==> src/rtl/regfile_wb_queue.sv <==
// regfile_wb_queue
//   Write-side front end of the register file. Buffers register write-back
//   requests in a DEPTH-entry FIFO and drains them in arrival order into the
//   register-file write port, one per cycle, whenever the port is not stalled.
//
// Configuration macro: WB_BYPASS_EN
//   defined   - rd_hit/rd_data report the youngest pending entry for rd_addr
//   undefined - rd_hit and rd_data are tied to 0 and no comparators are built
//
// Ports
//   clk, rst            clock; synchronous active-high reset
//   in_valid/in_ready   write request handshake (in_ready = !full)
//   in_addr, in_data    destination register index and write data
//   rf_stall            register-file write port busy this cycle
//   rf_we/rf_waddr/
//   rf_wdata            write port driven from the head entry
//   rd_addr             bypass lookup index
//   rd_hit, rd_data     bypass result
//   count, empty        occupancy
module regfile_wb_queue #(
  parameter int DATA_W = 8,
  parameter int ADDR_W = 3,
  parameter int DEPTH  = 4
) (
  input  logic                     clk,
  input  logic                     rst,
  input  logic                     in_valid,
  output logic                     in_ready,
  input  logic [ADDR_W-1:0]        in_addr,
  input  logic [DATA_W-1:0]        in_data,
  input  logic                     rf_stall,
  output logic                     rf_we,
  output logic [ADDR_W-1:0]        rf_waddr,
  output logic [DATA_W-1:0]        rf_wdata,
  input  logic [ADDR_W-1:0]        rd_addr,
  output logic                     rd_hit,
  output logic [DATA_W-1:0]        rd_data,
  output logic [$clog2(DEPTH):0]   count,
  output logic                     empty
);

  localparam int PW = $clog2(DEPTH);
  localparam int CW = PW + 1;

  logic [ADDR_W-1:0] mem_addr [DEPTH];
  logic [DATA_W-1:0] mem_data [DEPTH];
  logic [PW-1:0]     wr_ptr;
  logic [PW-1:0]     rd_ptr;
  logic              full;
  logic              push;
  logic              pop;

  // Full is taken from the occupancy counter, never from pointer equality.
  assign full     = (count == CW'(DEPTH));
  assign empty    = (count == '0);
  assign in_ready = !full;
  assign push     = in_valid && in_ready && !rst;
  assign pop      = !empty && !rf_stall && !rst;

  assign rf_we    = pop;
  assign rf_waddr = mem_addr[rd_ptr];
  assign rf_wdata = mem_data[rd_ptr];

  always_ff @(posedge clk) begin
    if (rst) begin
      wr_ptr <= '0;
      rd_ptr <= '0;
      count  <= '0;
    end else begin
      if (push) begin
        wr_ptr <= wr_ptr + 1'b1;
      end
      if (pop) begin
        rd_ptr <= rd_ptr + 1'b1;
      end
      if (push && !pop) begin
        count <= count + 1'b1;
      end else if (pop && !push) begin
        count <= count - 1'b1;
      end
    end
  end

  // Entry storage is not reset; validity comes from count.
  always_ff @(posedge clk) begin
    if (push) begin
      mem_addr[wr_ptr] <= in_addr;
      mem_data[wr_ptr] <= in_data;
    end
  end

`ifdef WB_BYPASS_EN
  logic [PW-1:0] idx;

  // Walk entries oldest to youngest; a later match overrides, so the
  // youngest pending write for rd_addr wins. The head counts even while
  // it is being written this cycle.
  always_comb begin
    rd_hit  = 1'b0;
    rd_data = '0;
    idx     = '0;
    for (int unsigned i = 0; i < DEPTH; i++) begin
      idx = rd_ptr + PW'(i);
      if ((CW'(i) < count) && (mem_addr[idx] == rd_addr)) begin
        rd_hit  = 1'b1;
        rd_data = mem_data[idx];
      end
    end
    if (rst) begin
      rd_hit  = 1'b0;
      rd_data = '0;
    end
  end
`else
  logic unused_rd_addr;

  assign unused_rd_addr = ^rd_addr;
  assign rd_hit         = 1'b0;
  assign rd_data        = '0;
`endif

endmodule

==> config.mk <==
export PLATFORM = sky130hd
export DESIGN_NAME = regfile_wb_queue
export DESIGN_NICKNAME = d
export VERILOG_FILES = /design/src/rtl/regfile_wb_queue.sv
export SDC_FILE = /design/constraint.sdc
export NUM_CORES = 1
export LEC_CHECK = 0
export CAP_MARGIN = 25
export CORE_MARGIN = 10
export CORE_UTILIZATION = 45
export CTS_CLUSTER_SIZE = 30
export DETAILED_ROUTE_END_ITERATION = 7
export GPL_TIMING_DRIVEN = 0
export PLACE_DENSITY_LB_ADDON = 0.1
export SLEW_MARGIN = 10
export SYNTH_ARGS = -nofsm -noshare
export SYNTH_HDL_FRONTEND = slang
export SYNTH_SLANG_ARGS = --single-unit
==> constraint.sdc <==
create_clock -name clk -period 1.97 [get_ports clk]
set_clock_uncertainty 0.1 [all_clocks]
set_input_delay 0.197 -clock clk [delete_from_list [all_inputs] [get_ports clk]]
set_output_delay 0.197 -clock clk [all_outputs]
set_load 0.02 [all_outputs]
==> results.toml, run 1 <==
[min_path]
hold_class = "flip-flop to flip-flop"
hold_depth = 2
min_from = "rd_ptr[1]$_SDFFE_PP0P_"
holdPathEnd = "rd_ptr[1]$_SDFFE_PP0P_"

[grt]
grt_max_degree = 16
grt_usage_pct = 11.4
grt_pass1_wl_mm = 6.64
grt-ovfl-total = 0
grt_pass1_vias = 1306
grt_antenna_before_repair = 0

[cts]
clkTransAtPathRegs_ns = 0.08
cts_buffer_depth = 2
clock_latency_ns = 0.29
ctsRootBufferMaster = "clkbuf_8"
cts-htree-levels = 2
cts_tree = "done"
clock_sinks = 53
cts_made_buffers = 5

[yosys]
yosys_most_used_dff = "edfxtp_1"
synth_cells = 120
synth_top_area_share_pct = 61.7
synth.most_common_cell = "edfxtp_1"
seq_area_frac_synth_pct = 70.1
synth_top_area_cell = "edfxtp_1"
synth_edf_count = 44
synth_common_cells = "edfxtp_1, mux4_2, buf_4"
ys_ff_latch = 53
syn_area_sq_mm = 0.00214
ys_warn_count = 0
synth_area_leaders = "edfxtp_1, mux4_2, dfxtp_1"
ys_types = 22
syn_avg_cell_area_sq_um = 17.8
async_flop_share_pct = 0

[die]
start_util_pct = 45.9
num_rows = 25
core_sq_mm = 0.00466
die_area_sq_mm = 0.00792
die_y_microns = 89.0
num_io_pins = 44
die_x_microns = 89.0

[drt]
wl_mm = 4.11
drt_iter0_markers = 51
dr.pass1.iters = 4
ant_nets = 0
vias = 1125
drc = 0
vias_per_cell = 4.93
wire_per_inst_microns = 18.0

[sta]
worst_slack_ns = -0.129
rsz0062_at_grt = "yes"
hold_viol = 0
finalCritPeriodShare_pct = 107
final_max_slew_viol_count = 0
min_period_ns = 2.10
setup_violations = 1
whs_ns = 0.419
fmax_mhz = 476

[final_layout]
diodes = 0
drive_above_1_share_pct = 32.8
area_delta_synth_final_pct = 28.6
fillerInstances = 352
final_nets = 197
fin_util_pct = 59.1

[power_and_ir_drop]
irDropWorstVdd_mv = 0.638
pwr_density_cell_mw_per_mm2 = 1150
leakage_nw = 1.00

[critical_path]
path_max_fanout = 4
r2r_end = "count[2]$_SDFFE_PP0P_"
r2r-start = "count[0]$_SDFFE_PP0P_"
cp.arrival_ns = 2.22
required_ns = 2.09
cp-end-kind = "flip-flop"
critPathKind = "flip-flop to flip-flop"
reg2reg_setup_slack_ns = -0.13
start_kind = "flip-flop"
reg2reg_depth = 8

[outcome]
violations = "setup timing"
status = "finished, violations left"

[placement]
place_congestion = 0.704
portBuffers = 31
dpl.hpwl_mm = 2.81

[flow_run]
cap_violations = 0
==> worst max path at each step <==
stage,start,to
2_1_floorplan,count[1]$_SDFFE_PP0P_,count[2]$_SDFFE_PP0P_
3_3_place_gp,in_valid,count[2]$_SDFFE_PP0P_
3_5_place_dp,in_valid,count[2]$_SDFFE_PP0P_
4_1_cts,count[0]$_SDFFE_PP0P_,count[2]$_SDFFE_PP0P_
5_1_grt,count[0]$_SDFFE_PP0P_,count[2]$_SDFFE_PP0P_
6_report,count[0]$_SDFFE_PP0P_,count[2]$_SDFFE_PP0P_
==> final cells by class <==
class | instances | area, sq um | area share [%]
clock buffers | 6 | 72.6 | 2.64
repair buffers | 38 | 358 | 13.0
clock inverters | 2 | 33.8 | 1.23
multi-input cells | 58 | 594 | 21.6
plain buffers | 12 | 93.8 | 3.41
flip-flops and latches | 53 | 1510 | 55.0
well taps | 54 | 67.6 | 2.45
inverters | 5 | 18.8 | 0.682
==> repair_timing <==
action,4_1_cts,5_1_grt
pin swaps,4,3
cloned,1,0
buffers inserted,5,1
endpoints found under the setup margin,14,8
hold buffers,0,0
resized for setup,35,12
==> through the flow <==
step	power, mW	instances	worst slack (ns)	setup TNS, ns	instance area [sq um]
after global routing	3.34	228	-0.209	-0.236	2750
after global placement	2.37	213	-0.409	-6.18	2570
after detailed placement	2.41	213	-0.529	-8.36	2570
after floorplan	2.02	128	-0.193	-0.193	2190
after CTS	3.19	227	-0.0719	-0.0719	2730
final	3.16	228	-0.129	-0.129	2750
==> routing by layer <==
layer,up-vias,track usage (%),wire length (microns)
met1,544,11.5,1680
met2,32,20.9,2130
met3,5,4.74,259
li1,544,-,-
met5,-,0,0
met4,0,3.47,40
==> cells in the final DEF (no fill, tap or decap) <==
master and count:
clkdlybuf4s50_1 18, clkbuf_1 2, conb_1 9, mux2_1 1, nand2_1 1, and2_2 4
dfxtp_4 3, inv_2 1, ha_1 4, a211oi_2 1, mux4_2 11, fa_2 1
xor2_1 2, dlymetal6s2s_1 1, ha_2 1, buf_4 15, or3_4 1, bufbuf_16 1
dlygate4sd2_1 2, clkbuf_2 1, o21ai_0 3, buf_8 1, nand2b_1 3, clkinv_1 1
mux2i_1 2, nor3_4 1, inv_1 4, nor2_1 4, a21oi_1 4, clkbuf_4 1
buf_2 5, dfxtp_2 1, clkdlybuf4s15_1 4, nor2_2 1, clkbuf_8 5, bufinv_16 1
edfxtp_1 44, a21oi_2 1, dfxtp_1 5, or3_1 3
==> power breakdown <==
group / switching [mW] / total (mW) / leakage, nW / internal [mW]
clock network: 0.321 / 0.696 / 0.0528 / 0.375
registers: 0.0858 / 1.42 / 0.476 / 1.33
logic: 0.506 / 1.05 / 0.477 / 0.541
==> logic make-up (layout without fill, tap and decap cells) <==
family | count (synthesis) | count (layout) | synth area share [%]
flip-flops | 53 | 53 | 70.1
AND/OR/NAND/NOR | 18 | 18 | 4.73
buffers and inverters | 17 | 63 | 4.79
multiplexers | 14 | 14 | 13.0
AO/OA/AOI/OAI | 9 | 9 | 2.45
adder cells (fa/ha/maj) | 6 | 6 | 3.86
XOR/XNOR | 2 | 2 | 0.818
other | 1 | 9 | 0.175
==> critical path, stage by stage (launching register included) <==
cell      delay (ns)
dfxtp_4         0.39
nor2_2          0.06
a211oi_2        0.25
ha_2            0.24
inv_2           0.04
fa_2            0.32
xor2_1          0.16
or3_1           0.33
a21oi_2         0.13
==> sequential cells by signal, indices dropped and copies added (netlist names), named ones only <==
name,count
rd_ptr,2
wr_ptr,2
mem_data,32
count,3
mem_addr,12
No activity file was read; power rests on OpenSTA's default activity.
==> inputs of run 2 (changes only) <==
--- a/config.mk
+++ b/config.mk
@@ -11,8 +11,9 @@
 export CTS_CLUSTER_SIZE = 30
 export DETAILED_ROUTE_END_ITERATION = 7
 export GPL_TIMING_DRIVEN = 0
+export HOLD_SLACK_MARGIN = 0.1
 export PLACE_DENSITY_LB_ADDON = 0.1
-export SLEW_MARGIN = 10
+export SLEW_MARGIN = 0
 export SYNTH_ARGS = -nofsm -noshare
 export SYNTH_HDL_FRONTEND = slang
 export SYNTH_SLANG_ARGS = --single-unit
==> results of run 2 <==
No change in the layout: final DEF, timing and power equal those of run 1.
